===== config.mk =====
export PLATFORM = sky130hd
export DESIGN_NAME = serial_slave_regfile_flat
export DESIGN_NICKNAME = d
export VERILOG_FILES = /design/src/rtl/serial_bus_pkg.sv /design/src/rtl/serial_slave_regfile_if.sv /design/src/rtl/serial_shift_reg.sv /design/src/rtl/serial_slave_regfile.sv /design/src/flat_wrapper.sv
export SDC_FILE = /design/constraint.sdc
export NUM_CORES = 1
export LEC_CHECK = 0
export CORE_MARGIN = 5
export CORE_UTILIZATION = 35
export DETAILED_ROUTE_END_ITERATION = 8
export SYNTH_ARGS = -nofsm -noshare
export SYNTH_HDL_FRONTEND = slang
export SYNTH_SLANG_ARGS = --single-unit

===== constraint.sdc =====
create_clock -name CLK -period 4.2 [get_ports CLK]
set_input_delay 0.84 -clock CLK [delete_from_list [all_inputs] [get_ports CLK]]
set_output_delay 0.84 -clock CLK [all_outputs]
set_load 0.05 [all_outputs]

===== src/rtl/serial_bus_pkg.sv =====
// Shared types and helpers for the framed serial register-file slave.
// State encoding, read/write flag values and a constant-safe clog2.
package serial_bus_pkg;

    typedef enum logic [2:0] {
        ST_IDLE,
        ST_ADDR,
        ST_RW,
        ST_IDX,
        ST_WDATA,
        ST_RDATA,
        ST_IGNORE
    } state_t;

    localparam logic RW_READ  = 1'b1;
    localparam logic RW_WRITE = 1'b0;

    // Never returns less than 1 so derived vectors stay legal.
    function automatic int clog2(input int v);
        int r;
        r = 0;
        while ((1 << r) < v) r++;
        return (r < 1) ? 1 : r;
    endfunction

endpackage


===== src/rtl/serial_slave_regfile_if.sv =====
// Serial bus, status and parallel load/read signals of one slave.
// The master side is the bus owner / test harness.
interface serial_slave_regfile_if #(
    parameter int DATA_W = 8,
    parameter int IDX_W  = 2
);
    logic              FRAME;
    logic              RX;
    logic              TX;
    logic              TX_OE;
    logic              MATCH;
    logic              BUSY;
    logic              WR_STB;
    logic              ERR;
    logic              LD_EN;
    logic [IDX_W-1:0]  LD_IDX;
    logic [DATA_W-1:0] LD_DATA;
    logic [IDX_W-1:0]  RD_IDX;
    logic [DATA_W-1:0] RD_DATA;

    modport master (
        output FRAME, RX, LD_EN, LD_IDX, LD_DATA, RD_IDX,
        input  TX, TX_OE, MATCH, BUSY, WR_STB, ERR, RD_DATA
    );

    modport slave (
        input  FRAME, RX, LD_EN, LD_IDX, LD_DATA, RD_IDX,
        output TX, TX_OE, MATCH, BUSY, WR_STB, ERR, RD_DATA
    );
endinterface


===== src/rtl/serial_shift_reg.sv =====
// LSB-first shift register: new bits enter at the MSB, q[0] leaves first.
// Clear beats parallel load, which beats shift.
module serial_shift_reg #(
    parameter int W = 8
) (
    input  logic         clk,
    input  logic         rst_n,
    input  logic         clr,
    input  logic         load,
    input  logic [W-1:0] load_val,
    input  logic         shift,
    input  logic         sin,
    output logic [W-1:0] q
);
    always_ff @(posedge clk or negedge rst_n) begin
        if (!rst_n) begin
            q <= '0;
        end else if (clr) begin
            q <= '0;
        end else if (load) begin
            q <= load_val;
        end else if (shift) begin
            q <= W'({sin, q} >> 1);
        end
    end
endmodule


===== src/rtl/serial_slave_regfile.sv =====
// Addressed serial slave fronting a small register file; many instances
// share RX/FRAME and only the matching one drives TX.
module serial_slave_regfile
    import serial_bus_pkg::*;
#(
    parameter int               ADDR_W   = 8,
    parameter logic [ADDR_W-1:0] DEV_ADDR = ADDR_W'(8'h1A),
    parameter int               DATA_W   = 8,
    parameter int               DEPTH    = 4
) (
    input logic                CLK,
    input logic                RST_N,
    serial_slave_regfile_if.slave bus
);
    localparam int IDX_W = clog2(DEPTH);
    localparam int CAP_W = (ADDR_W > DATA_W) ? ADDR_W : DATA_W;
    localparam int CNT_M = (CAP_W > IDX_W) ? CAP_W : IDX_W;
    localparam int CNT_W = clog2(CNT_M);
    localparam logic [CNT_W-1:0] ADDR_LAST = CNT_W'(ADDR_W - 1);
    localparam logic [CNT_W-1:0] IDX_LAST  = CNT_W'(IDX_W - 1);
    localparam logic [CNT_W-1:0] DATA_LAST = CNT_W'(DATA_W - 1);
    localparam logic [IDX_W:0]   DEPTH_V   = (IDX_W + 1)'(DEPTH);

    state_t             state, state_n;
    logic [CNT_W-1:0]   cnt, cnt_n;
    logic               rw, rw_n;
    logic [IDX_W-1:0]   idx, idx_n, idx_nx;
    logic               match, match_n;
    logic               tx_oe, tx_oe_n;
    logic               wr_stb, wr_stb_n;
    logic               err, err_n;
    logic               cap_sh, tx_ld, tx_sh, reg_we, abort;
    logic [CAP_W-1:0]   cap_q, cap_nx;
    logic [DATA_W-1:0]  tx_q, tx_val, rd_val;
    logic [DATA_W-1:0]  regs [DEPTH];

    assign abort  = !bus.FRAME;
    assign cap_nx = CAP_W'({bus.RX, cap_q} >> 1);
    assign idx_nx = IDX_W'({bus.RX, idx} >> 1);

    serial_shift_reg #(.W(CAP_W)) u_cap (
        .clk(CLK), .rst_n(RST_N), .clr(1'b0), .load(1'b0),
        .load_val('0), .shift(cap_sh), .sin(bus.RX), .q(cap_q)
    );

    serial_shift_reg #(.W(DATA_W)) u_tx (
        .clk(CLK), .rst_n(RST_N), .clr(abort), .load(tx_ld),
        .load_val(tx_val), .shift(tx_sh), .sin(1'b0), .q(tx_q)
    );

    always_comb begin
        tx_val = '0;
        for (int k = 0; k < DEPTH; k++)
            if (idx_nx == IDX_W'(k)) tx_val = regs[k];
    end

    always_comb begin
        rd_val = '0;
        for (int k = 0; k < DEPTH; k++)
            if (bus.RD_IDX == IDX_W'(k)) rd_val = regs[k];
    end

    always_comb begin
        state_n  = state;
        cnt_n    = cnt;
        rw_n     = rw;
        idx_n    = idx;
        match_n  = match;
        tx_oe_n  = tx_oe;
        wr_stb_n = 1'b0;
        err_n    = 1'b0;
        cap_sh   = 1'b0;
        tx_ld    = 1'b0;
        tx_sh    = 1'b0;
        reg_we   = 1'b0;
        if (abort) begin
            state_n = ST_IDLE;
            cnt_n   = '0;
            tx_oe_n = 1'b0;
            match_n = 1'b0;
        end else begin
            unique case (state)
                ST_IDLE: begin
                    cap_sh  = 1'b1;
                    cnt_n   = CNT_W'(1);
                    state_n = ST_ADDR;
                end
                ST_ADDR: begin
                    cap_sh = 1'b1;
                    cnt_n  = cnt + 1'b1;
                    if (cnt == ADDR_LAST) begin
                        cnt_n = '0;
                        if (cap_nx[CAP_W-1 -: ADDR_W] == DEV_ADDR) begin
                            state_n = ST_RW;
                            match_n = 1'b1;
                        end else begin
                            state_n = ST_IGNORE;
                        end
                    end
                end
                ST_RW: begin
                    rw_n    = bus.RX;
                    cnt_n   = '0;
                    state_n = ST_IDX;
                end
                ST_IDX: begin
                    idx_n = idx_nx;
                    cnt_n = cnt + 1'b1;
                    if (cnt == IDX_LAST) begin
                        cnt_n = '0;
                        if ({1'b0, idx_nx} >= DEPTH_V) begin
                            err_n   = 1'b1;
                            state_n = ST_IGNORE;
                        end else if (rw == RW_READ) begin
                            tx_ld   = 1'b1;
                            tx_oe_n = 1'b1;
                            state_n = ST_RDATA;
                        end else begin
                            state_n = ST_WDATA;
                        end
                    end
                end
                ST_WDATA: begin
                    cap_sh = 1'b1;
                    cnt_n  = cnt + 1'b1;
                    if (cnt == DATA_LAST) begin
                        cnt_n    = '0;
                        reg_we   = 1'b1;
                        wr_stb_n = 1'b1;
                        state_n  = ST_IGNORE;
                    end
                end
                ST_RDATA: begin
                    tx_sh = 1'b1;
                    cnt_n = cnt + 1'b1;
                    if (cnt == DATA_LAST) begin
                        cnt_n   = '0;
                        tx_oe_n = 1'b0;
                        state_n = ST_IGNORE;
                    end
                end
                ST_IGNORE: ;
                default: state_n = ST_IDLE;
            endcase
        end
    end

    always_ff @(posedge CLK or negedge RST_N) begin
        if (!RST_N) begin
            state  <= ST_IDLE;
            cnt    <= '0;
            rw     <= RW_WRITE;
            idx    <= '0;
            match  <= 1'b0;
            tx_oe  <= 1'b0;
            wr_stb <= 1'b0;
            err    <= 1'b0;
        end else begin
            state  <= state_n;
            cnt    <= cnt_n;
            rw     <= rw_n;
            idx    <= idx_n;
            match  <= match_n;
            tx_oe  <= tx_oe_n;
            wr_stb <= wr_stb_n;
            err    <= err_n;
        end
    end

    // Serial commit is written last so it overrides a same-index load.
    always_ff @(posedge CLK or negedge RST_N) begin
        if (!RST_N) begin
            for (int k = 0; k < DEPTH; k++) regs[k] <= '0;
        end else begin
            for (int k = 0; k < DEPTH; k++) begin
                if (bus.LD_EN && bus.LD_IDX == IDX_W'(k))
                    regs[k] <= bus.LD_DATA;
                if (reg_we && idx == IDX_W'(k))
                    regs[k] <= cap_nx[CAP_W-1 -: DATA_W];
            end
        end
    end

    assign bus.TX      = tx_oe & tx_q[0];
    assign bus.TX_OE   = tx_oe;
    assign bus.MATCH   = match;
    assign bus.BUSY    = (state != ST_IDLE);
    assign bus.WR_STB  = wr_stb;
    assign bus.ERR     = err;
    assign bus.RD_DATA = rd_val;
endmodule

===== src/flat_wrapper.sv =====
// flat-port wrapper written by rule: the top's interface ports become plain ports
module serial_slave_regfile_flat import serial_bus_pkg::*;
#(
    parameter int               ADDR_W   = 8,
    parameter logic [ADDR_W-1:0] DEV_ADDR = ADDR_W'(8'h1A),
    parameter int               DATA_W   = 8,
    parameter int               DEPTH    = 4
)
  (CLK, RST_N, bus_FRAME, bus_RX, bus_LD_EN, bus_LD_IDX, bus_LD_DATA, bus_RD_IDX, bus_TX, bus_TX_OE, bus_MATCH, bus_BUSY, bus_WR_STB, bus_ERR, bus_RD_DATA);
  serial_slave_regfile_if #(.DATA_W(DATA_W)) bus_i ();
  input logic CLK;
  input logic RST_N;
  input wire logic [$bits(bus_i.FRAME)-1:0] bus_FRAME;
  input wire logic [$bits(bus_i.RX)-1:0] bus_RX;
  input wire logic [$bits(bus_i.LD_EN)-1:0] bus_LD_EN;
  input wire logic [$bits(bus_i.LD_IDX)-1:0] bus_LD_IDX;
  input wire logic [$bits(bus_i.LD_DATA)-1:0] bus_LD_DATA;
  input wire logic [$bits(bus_i.RD_IDX)-1:0] bus_RD_IDX;
  output wire logic [$bits(bus_i.TX)-1:0] bus_TX;
  output wire logic [$bits(bus_i.TX_OE)-1:0] bus_TX_OE;
  output wire logic [$bits(bus_i.MATCH)-1:0] bus_MATCH;
  output wire logic [$bits(bus_i.BUSY)-1:0] bus_BUSY;
  output wire logic [$bits(bus_i.WR_STB)-1:0] bus_WR_STB;
  output wire logic [$bits(bus_i.ERR)-1:0] bus_ERR;
  output wire logic [$bits(bus_i.RD_DATA)-1:0] bus_RD_DATA;
  assign bus_i.FRAME = bus_FRAME;
  assign bus_i.RX = bus_RX;
  assign bus_i.LD_EN = bus_LD_EN;
  assign bus_i.LD_IDX = bus_LD_IDX;
  assign bus_i.LD_DATA = bus_LD_DATA;
  assign bus_i.RD_IDX = bus_RD_IDX;
  assign bus_TX = bus_i.TX;
  assign bus_TX_OE = bus_i.TX_OE;
  assign bus_MATCH = bus_i.MATCH;
  assign bus_BUSY = bus_i.BUSY;
  assign bus_WR_STB = bus_i.WR_STB;
  assign bus_ERR = bus_i.ERR;
  assign bus_RD_DATA = bus_i.RD_DATA;
  serial_slave_regfile #(.ADDR_W(ADDR_W), .DEV_ADDR(DEV_ADDR), .DATA_W(DATA_W), .DEPTH(DEPTH)) u_core (.CLK(CLK), .RST_N(RST_N), .bus(bus_i));
endmodule

Word-level counts from Yosys, hierarchy flattened
Cells that the tools add are included.
Word-level totals
  register bits after elaboration: 60
  input bits: 17
Cells by class
  add/sub/neg operators: 1
  eq/ne operators: 33
  muxes and demuxes: 50
  bitwise operators: 1
  reduce and logical (&&, ||, !) cells: 26
Operator list (number)
  two-way mux 8 bit: 19
  two-way mux 3 bit: 8
  two-way mux 1 bit: 20
  one-hot mux 3 bit (6 select lines): 1
  == test 2 bit (second input constant): 8
  != test 3 x 2 -> 1 bit (second input constant): 5
  == test 3 bit (second input constant): 4
  one-hot mux 3 bit (4 select lines): 1
  == test 2 x 1 -> 1 bit (second input constant): 4
  == test 8 x 5 -> 1 bit (second input constant): 1
  logical AND 1 bit: 8
  zero test 2 bit: 4
  AND reduction 4 bit: 2
  nonzero test 2 bit: 4
  == test 3 x 1 -> 1 bit (second input constant): 2
  == test 3 x 2 -> 1 bit (second input constant): 2
  != test 2 x 1 -> 1 bit (second input constant): 3
  != test 3 x 1 -> 1 bit (second input constant): 2
  OR reduction 3 bit: 2
  != test 5 x 2 -> 1 bit (second input constant): 1
  AND reduction 2 bit: 2
  adder 3 x 1 -> 3 bit (second input constant): 1
  zero test 3 bit: 1
  AND reduction 3 bit: 1
  5 further kinds: 5

Depth between registers and ports, before layout
Gate-level depths: netlist (run 1).
  depth after elaboration: 7
  gate-level depth with buffers: 7
  gate-level depth less buffers: 6

Cells and area by module
Synthesis (run 1) repeated with hierarchy kept, for this count alone.
Unflattened totals
  cell total of the unflattened synthesis: 318
  area, all modules: 3494.6 um2
Modules (own cells, without submodules)
  serial_slave_regfile: instances 1, cells an instance 248, area an instance 2676.3 um2
  serial_shift_reg: instances 2, cells an instance 35, area an instance 409.1 um2

Worst setup path before layout (run 1)
No wires, ideal clock.
  path type: input port to output port
  start: in bus_RD_IDX[0]
  end: out bus_RD_DATA[0]
  arrival: 1.757 ns
  path slack: 1.603 ns
  cell stages on the path: 2
  buffers on the path: 1
  cell sequence: buf_2 > mux4_2
Between the ends
  longest elaborated chain between the ends: 5
Ends and longest elaborated chain
  start, declared: RTL line flat_wrapper.sv:18  | input wire logic [$bits(bus_i.RD_IDX)-1:0] bus_RD_IDX;
  zero test 2 bit: RTL line serial_slave_regfile.sv:60  | if (bus.RD_IDX == IDX_W'(k)) rd_val = regs[k];
  two-way mux 8 bit (3 in a row): RTL line serial_slave_regfile.sv:60
  two-way mux 8 bit (*): RTL line serial_slave_regfile.sv:60
  end, declared: RTL line flat_wrapper.sv:25  | output wire logic [$bits(bus_i.RD_DATA)-1:0] bus_RD_DATA;
Mark *: on every way between the ends. The rest lies on a longest branch, timed or not.

Worst setup path after layout (run 1)
  start: in bus_RD_IDX[0]
  end: out bus_RD_DATA[7]
Same word-level chain as after synthesis.

==> flow_metrics.py, run 1 <==
metrics = {
    "sta": {
        "worst_pin_slew_ps": 1030,
        "hold_ws_ps": 491,
        "finalHoldViolations": 0,
        "drv_slew": 0,
        "fin_tns_setup_ps": 0,
        "period_needed_ps": 3620,
        "skew_ps": 7.19,
        "max_freq_mhz": 276,
        "max_slew_margin": 0.309,
        "finalSetupViolCount": 0,
        "min_period_over_period": 0.863,
        "rsz0062_at_grt": "no",
    },
    "run_status": {
        "run_status": "complete, no violations",
    },
    "layout": {
        "fill_cells": 913,
        "multi_input_area_um2": 1690,
        "seqCellArea_um2": 1480,
        "antenna-diode-count": 0,
        "stdcell_area_um2": 3790,
        "final_common_cell": "dfrtp_1",
        "drive_gt1_frac": 0.154,
        "final_nets": 348,
        "final_cell_mix": "dfrtp_1 (59), mux2i_1 (32), nand2_1 (31), nor2_1 (30), clkdlybuf4s50_1 (28)",
        "stdcell_count": 443,
        "area_delta_synth_final_pct": 15.2,
        "fin_util": 0.412,
    },
    "global_route": {
        "first_global_vias": 2467,
        "track_usage": 0.147,
        "grt_max_degree": 36,
        "overflow": 0,
        "grt_pass1_wl_mm": 13.1,
        "antenna_found_initial": 0,
    },
    "place": {
        "hpwlAfterDp_mm": 5.22,
        "io_buffers": 29,
        "dp.cells": 427,
        "place_area_um2": 3630,
        "finalWeightedCongestion": 0.763,
    },
    "yosys": {
        "ys_types": 42,
        "yosysTopAreaCell": "dfrtp_1",
        "syn_inst": 307,
        "syn_area_um2": 3290,
        "synth.avg_cell_area_um2": 10.7,
        "yosysWarnings": 0,
        "syn-num-nets": 328,
        "synth-seq-cells": 59,
        "ys_seq_area_frac": 0.449,
        "synth_area_leaders": "dfrtp_1 (45%), mux4_2 (11%), mux2i_1 (9.7%)",
        "netlist.area_leader.share": 0.449,
    },
    "die": {
        "fp.dieH_um": 107,
        "die-area_um2": 11400,
        "start_util": 0.358,
        "core_area_um2": 9200,
        "dieWidth_um": 107,
        "io_pins": 31,
        "rows": 35,
    },
    "clocking": {
        "cts_tree": "done",
        "post_cts_resized": 0,
        "cts_buffer_depth": 2,
        "htree_levels": 3,
        "clock_sinks": 59,
        "cts_buffers": 9,
        "insertion_delay_ps": 330,
        "cts_hold_buf": 0,
        "cts.reportedPaths.clkPinSlew_ps": 70,
        "post_cts_buffers": 0,
        "root_buffer": "clkbuf_8",
    },
    "detailed_routing": {
        "first_pass_iters": 4,
        "drt_iter0_markers": 120,
        "drt_wl_total_mm": 7.79,
        "drc": 0,
        "via_count": 2424,
        "ant_nets": 0,
        "wl_per_cell_um": 17.6,
        "viasPerCell": 5.47,
    },
    "worst_hold_path": {
        "hold_path_depth": 1,
        "hold_path.class": "register to register",
        "min_to": "u_core.bus.MATCH",
        "min_from": "u_core.bus.MATCH",
    },
    "critical_path": {
        "cp_num_buf_inv": 3,
        "cpMostUsedCell": "clkdlybuf4s50_1",
        "path_cells": "clkdlybuf4s50_1 -> buf_4 -> mux4_2 -> clkdlybuf4s50_1",
        "arrival_ps": 2780,
        "required_ps": 3360,
        "r2r_start": "u_core.state[1]",
        "r2r_slack_ps": 2260,
        "cpPeakStageDelay_ps": 720,
        "r2r-end": "u_core.regs[19]",
        "end_kind": "output port",
        "crit_family": "buffers and inverters",
        "crit_type": "input pin to output port",
        "cp-start-kind": "input pin",
        "critPathSlowestCell": "clkdlybuf4s50_1",
        "r2r_cells": 4,
        "path_max_fanout": 8,
    },
    "power": {
        "p_leak_nw": 1.68,
        "powerDensity_nw_per_um2": 392,
        "ir_worst_vdd_mv": 0.218,
    },
    "job": {
        "max_cap_viol_count": 0,
    },
}
[state kept, by name, indices dropped and copies added (netlist names)]
signal and cells:
u_core.bus.MATCH 1, u_core.u_cap.q 7, u_core.idx 2, u_core.cnt 3, u_core.regs 32, u_core.bus.WR_STB 1, u_core.rw 1, u_core.bus.TX_OE 1
u_core.u_tx.q 8, u_core.state 3
[cell type report]
| cell class | instances | area share |
|---|---|---|
| Multi-Input combinational cell | 221 | 0.446 |
| Inverter | 4 | 0.00396 |
| Tap cell | 111 | 0.0366 |
| Timing Repair Buffer | 32 | 0.0812 |
| Sequential cell | 59 | 0.390 |
| Clock inverter | 6 | 0.00858 |
| Clock buffer | 10 | 0.0337 |
[worst max path at each step]
stage	start	endpoint	cells past startpoint
final	bus_RD_IDX[0]	bus_RD_DATA[7]	4
after global routing	bus_RD_IDX[0]	bus_RD_DATA[7]	4
after CTS	bus_RD_IDX[0]	bus_RD_DATA[7]	4
after detailed placement	bus_RD_IDX[0]	bus_RD_DATA[7]	4
after global placement	bus_RD_IDX[0]	bus_RD_DATA[7]	4
after floorplan	bus_RD_IDX[0]	bus_RD_DATA[0]	2
[metrics by stage]
| step | total power [mW] | worst slack (ps) |
|---|---|---|
| floorplan | 0.941 | 1600 |
| global placement | 1.06 | 566 |
| detailed placement | 1.07 | 563 |
| CTS | 1.51 | 563 |
| global route | 1.57 | 508 |
| finish | 1.49 | 577 |
[per-layer routing]
metal / share of wire / wire length [um] / global-route usage / up-vias
met5: 0 / 0 / 0 / -
met4: 0.012 / 93 / 0.0484 / 0
met3: 0.046 / 361 / 0.0355 / 9
met2: 0.49 / 3850 / 0.240 / 51
met1: 0.45 / 3490 / 0.194 / 1215
li1: - / - / - / 1149
[power by group]
group	internal [mW]	switching [mW]	leakage, nW	total, mW
clock network	0.208	0.223	0.0856	0.431
registers	0.646	0.0787	0.736	0.724
logic	0.159	0.171	0.856	0.330
[cell families after synthesis]
kind of cell,Yosys count,synth area share
flops,59,0.449
buf+inv,27,0.0388
compound gates,67,0.114
other cells,1,0.00114
fa+ha+maj,4,0.0152
simple gates,91,0.141
mux,58,0.241
[cells in the mapped netlist (all sizes together)]
cell and count:
a21boi 2, a21oi 26, a221oi 1, a22oi 1, a31oi 8, a32o 1
and2 3, and3 1, and3b 1, and4b 1, and4bb 2, buf 16
clkbuf 7, conb 1, dfrtp 59, ha 4, inv 4, mux2 10
mux2i 32, mux4 16, nand2 31, nand2b 2, nand3 2, nand3b 4
nand4 2, nand4b 2, nor2 30, nor2b 4, nor3 3, nor3b 1
nor4bb 1, o211ai 1, o21a 2, o21ai 22, o21bai 1, o22ai 1
o32ai 1, or3 1
Power figures use the tool's default switching activity.
==> inputs of run 2 (changes only) <==
--- a/config.mk
+++ b/config.mk
@@ -10,4 +10,5 @@
 export DETAILED_ROUTE_END_ITERATION = 8
 export SYNTH_ARGS = -nofsm -noshare
 export SYNTH_HDL_FRONTEND = slang
+export SYNTH_HIERARCHICAL = 1
 export SYNTH_SLANG_ARGS = --single-unit
==> run 2 against run 1 <==
Compared with the run above: routed wire length is 2.8% higher; via count is 2.4% higher; sequential share of layout area is 3.0 points lower; total power is 12% higher; first-iteration DRC count is 1.7% lower; critical path type unchanged; clock-buffer cell count is 3 higher; cell count is 11% higher; cell area is 8.3% higher; worst hold slack better by 7.9 ps; sequential power is 3.2% lower; largest power group unchanged; highest routed layer unchanged; setup slack better by 15 ps; area after synthesis is 4.7% higher.
==> flow_metrics.py, run 2 <==
metrics = {
    "run_status": {
        "run_status": "complete, no violations",
    },
    "job": {
        "max_cap_viol_count": 0,
    },
    "detailed_routing": {
        "first_pass_iters": 4,
        "wl_per_cell_um": 16.3,
        "wl_met3_um": 214,
        "ant_nets": 0,
        "viasPerCell": 5.05,
        "drt_wl_total_mm": 8.01,
        "drc": 0,
        "drt_iter0_markers": 118,
        "highest_layer": "met4",
        "met2_wirelength_mm": 3.95,
        "via_count": 2481,
        "met1_length_mm": 3.65,
    },
    "critical_path": {
        "path_max_fanout": 8,
        "cp-start-kind": "input pin",
        "end_kind": "output port",
        "crit_type": "input pin to output port",
        "required_ps": 3360,
        "arrival_ps": 2770,
    },
    "sta": {
        "fin_tns_setup_ps": 0,
        "rsz0062_at_grt": "no",
        "finalSetupViolCount": 0,
        "min_period_over_period": 0.859,
        "max_freq_mhz": 277,
        "drv_slew": 0,
        "period_needed_ps": 3610,
        "skew_ps": 9.97,
        "worst_pin_slew_ps": 723,
        "hold_ws_ps": 499,
        "finalHoldViolations": 0,
        "max_slew_margin": 0.517,
    },
    "layout": {
        "largest_reg_flops": 32,
        "stdcell_area_um2": 4100,
        "antenna-diode-count": 0,
        "drive_gt1_frac": 0.131,
        "final_nets": 373,
        "top_register": "u_core/regs",
        "final_cell_mix": "dfrtp_1 (59), mux2i_1 (47), clkdlybuf4s50_1 (28), nor2_1 (23), nand2_1 (21)",
        "area_delta_synth_final_pct": 19.1,
        "fin_util": 0.424,
        "largestRegisters": "u_core/regs x32, u_core/u_tx/q x8, u_core/u_cap/q x7",
        "final_common_cell": "dfrtp_1",
    },
    "clocking": {
        "post_cts_buffers": 0,
        "cts_buffer_depth": 2,
        "insertion_delay_ps": 340,
        "cts_buffers": 9,
        "cts_tree": "done",
        "post_cts_resized": 0,
        "root_buffer": "clkbuf_8",
        "clock_sinks": 59,
        "cts.reportedPaths.clkPinSlew_ps": 70,
        "htree_levels": 3,
        "cts_hold_buf": 0,
    },
    "power": {
        "p_seq_frac": 0.421,
        "ir_worst_vdd_mv": 0.141,
        "clkPwrFrac": 0.380,
        "netSwitchingFraction": 0.285,
        "p_leak_nw": 1.79,
        "powerDensity_nw_per_um2": 406,
        "p_int_mw": 1.19,
        "switching_power_mw": 0.475,
        "pwr-share-comb": 0.199,
    },
    "global_route": {
        "overflow": 0,
        "grt_max_degree": 35,
        "grt_pass1_wl_mm": 13.2,
        "first_global_vias": 2533,
        "antenna_found_initial": 0,
        "track_usage": 0.146,
    },
    "place": {
        "io_buffers": 29,
        "hpwlAfterDp_mm": 5.56,
        "finalWeightedCongestion": 0.795,
        "place_area_um2": 3860,
    },
    "yosys": {
        "syn_area_um2": 3450,
        "syn_inst": 314,
        "yosysWarnings": 6,
        "synth.avg_cell_area_um2": 11.0,
    },
    "die": {
        "rows": 36,
        "fp.dieH_um": 109,
        "core_area_um2": 9680,
        "dieWidth_um": 109,
        "io_pins": 31,
        "die-area_um2": 11900,
        "start_util": 0.356,
    },
    "worst_hold_path": {
        "hold_path.class": "input pin to async pin",
    },
}
-- run 2: worst max-delay path, cell delays in order --
cell	delay [ps]
clkdlybuf4s50_1	450
buf_4	210
mux4_2	540
clkdlybuf4s50_1	720
-- run 2: area by class of cell --
cell class	instances	area (um^2)
Clock buffer	13	179
Clock inverter	3	67.6
Fill cell	941	5580
Inverter	4	15.0
Multi-Input combinational cell	244	1870
Sequential cell	59	1480
Tap cell	133	166
Timing Repair Buffer	35	330
-- run 2: per-layer routing --
| layer | vias up | track usage |
|---|---|---|
| li1 | 1221 | - |
| met1 | 1201 | 0.190 |
| met2 | 43 | 0.235 |
| met3 | 16 | 0.0255 |
| met4 | 0 | 0.0721 |
| met5 | - | 0 |
-- run 2: metrics by stage --
stage | total power [mW] | instances | worst slack, ps
6_report | 1.66 | 491 | 591
5_1_grt | 1.74 | 491 | 526
4_1_cts | 1.68 | 491 | 573
3_5_place_dp | 1.04 | 475 | 580
3_3_place_gp | 1.04 | 475 | 570
2_1_floorplan | 0.922 | 331 | 1600
-- run 2: path summary, 6_finish.rpt --
kind | from | end | slack, ps | cells past startpoint
worst max-delay path | bus_RD_IDX[0] | bus_RD_DATA[1] | 590 | 4
worst min-delay path | RST_N | u_core/cnt[1] | 500 | 1
worst max register to register | u_core/cnt[0] | u_core/regs[28] | 2070 | 6
worst min register to register | u_core/bus.MATCH | u_core/bus.MATCH | 500 | 2
max in group asynchronous | RST_N | u_core/regs[18] | 2820 | 2
min in group CLK | u_core/bus.MATCH | u_core/bus.MATCH | 500 | 2
-- run 2: power groups by stage --
stage,Combinational [mW],Clock [mW],Sequential (mW)
floorplan,0.240,0,0.682
global placement,0.328,0,0.708
detailed placement,0.334,0,0.709
CTS,0.333,0.643,0.700
global route,0.360,0.672,0.712
finish,0.331,0.632,0.701
==> RTL change (flow settings as in run 2) <==
Encoding of `state_t`: now one-hot (7 bits for 7 states).
--- a/src/rtl/serial_bus_pkg.sv
+++ b/src/rtl/serial_bus_pkg.sv
@@ -2,14 +2,14 @@
 // State encoding, read/write flag values and a constant-safe clog2.
 package serial_bus_pkg;
 
-    typedef enum logic [2:0] {
-        ST_IDLE,
-        ST_ADDR,
-        ST_RW,
-        ST_IDX,
-        ST_WDATA,
-        ST_RDATA,
-        ST_IGNORE
+    typedef enum logic [6:0] {
+        ST_IDLE   = 7'b0000001,
+        ST_ADDR   = 7'b0000010,
+        ST_RW     = 7'b0000100,
+        ST_IDX    = 7'b0001000,
+        ST_WDATA  = 7'b0010000,
+        ST_RDATA  = 7'b0100000,
+        ST_IGNORE = 7'b1000000
     } state_t;
 
     localparam logic RW_READ  = 1'b1;
Check against the original RTL: same outputs for any inputs over 4 cycles, from zero or initial values and one cycle with RST_N low; so few cycles prove little.
==> RTL change against run 2 <==
Setup slack worse by 0.013 ns; sequential cell count up 4; utilization up 0.47 points; hold slack worse by 0.082 ns; total power up 18%; routed wire length up 21%; register-to-register slack worse by 0.37 ns; area after synthesis up 15%; cell area up 14%; critical endpoint is now bus_RD_DATA[6]; highest routed layer unchanged.
==> RTL change: results (changes against run 2) <==
R2R depth 6 (unchanged); Synth Instances 355 (+13%); layout cell share with drive strength beyond 1 22.2% (+9.1 points); TritonCTS Buffers 9 (unchanged); largest net degree at the start of global routing 29 (-17%); PortBufs 29 (unchanged); setup bufs post-CTS 0 (unchanged); GP Congestion 0.854 (+7.4%); Rel. slew slack 40.1% (-12 points); DRT iter0 DRCs 248 (+110%); n_diodes 0 (unchanged); HPWL after DPL 6900 um (+24%); DP Area 0.00439 mm^2 (+14%); post-DR wirelength/cell 18.1 um (+11%); Syn. warnings 6 (unchanged); Largest regs u_core/regs (32), u_core/u_tx/q (8); core area 0.0109 mm^2 (+13%); worst hold slack 0.417 ns (-0.0819 ns); via count 2,958 (+19%); crit-path max FO 8 (unchanged); worst r2r dst u_core/state[6]; GRT Overall Usage 15.6% (+0.97 points); Initial DRT Pass Iterations 4 (unchanged); clock latency on the worst-skew pair 0.33 ns; CP arrival 2.78 ns (about the same); pre-CTS setup slack 0.568 ns (-0.0115 ns); via density per instance 5.52 (+9.2%); worst reg2reg setup slack 1.70 ns (-0.37 ns); final period utilization 86.2% (+0.31 points); nets@finish 411 (+10%); HP Class in -> async; vias in the first global route 3,061 (+21%); P_leak 0.00193 uW (+7.9%); CTS root buffer clkbuf_16; Worst Skew 0.00799 ns (-0.00197 ns); Worst Setup SP bus_RD_IDX[0]; dpl cells 520 (+9.5%); maximum vdd ir drop 0.153 mV (+8.5%); CTS max path bufs 2 (unchanged); Worst-path clk slew ~0.060 ns; CP Capture Point bus_RD_DATA[6]; status completed; first-pass GRT wire length 16,400 um (+24%)
==> RTL change: cell type report <==
cell class / count / area (um^2)
Inverter: 5 / 18.8
Clock buffer: 9 / 225
Tap cell: 140 / 175
Multi-Input combinational cell: 277 / 2290
Timing Repair Buffer: 35 / 330
Clock inverter: 7 / 71.3
Fill cell: 1066 / 6250
Sequential cell: 63 / 1580
==> RTL change: per-layer routing <==
layer	vias to the layer above	track usage, %	part of all wire [%]
li1	1404	-	-
met1	1483	20.2	45
met2	63	25.9	51
met3	8	3.47	3.0
met4	0	5.18	1.6
met5	-	0	0
==> RTL change: critical path: stages <==
cell and delay (ns):
clkdlybuf4s50_1 0.45, buf_4 0.21, mux4_2 0.52, clkdlybuf4s50_1 0.76
==> RTL change: where the power goes <==
part / total [uW] / switching (uW) / internal [uW]
combinational: 461 / 238 / 223
sequential: 765 / 83.5 / 682
clock: 732 / 274 / 458
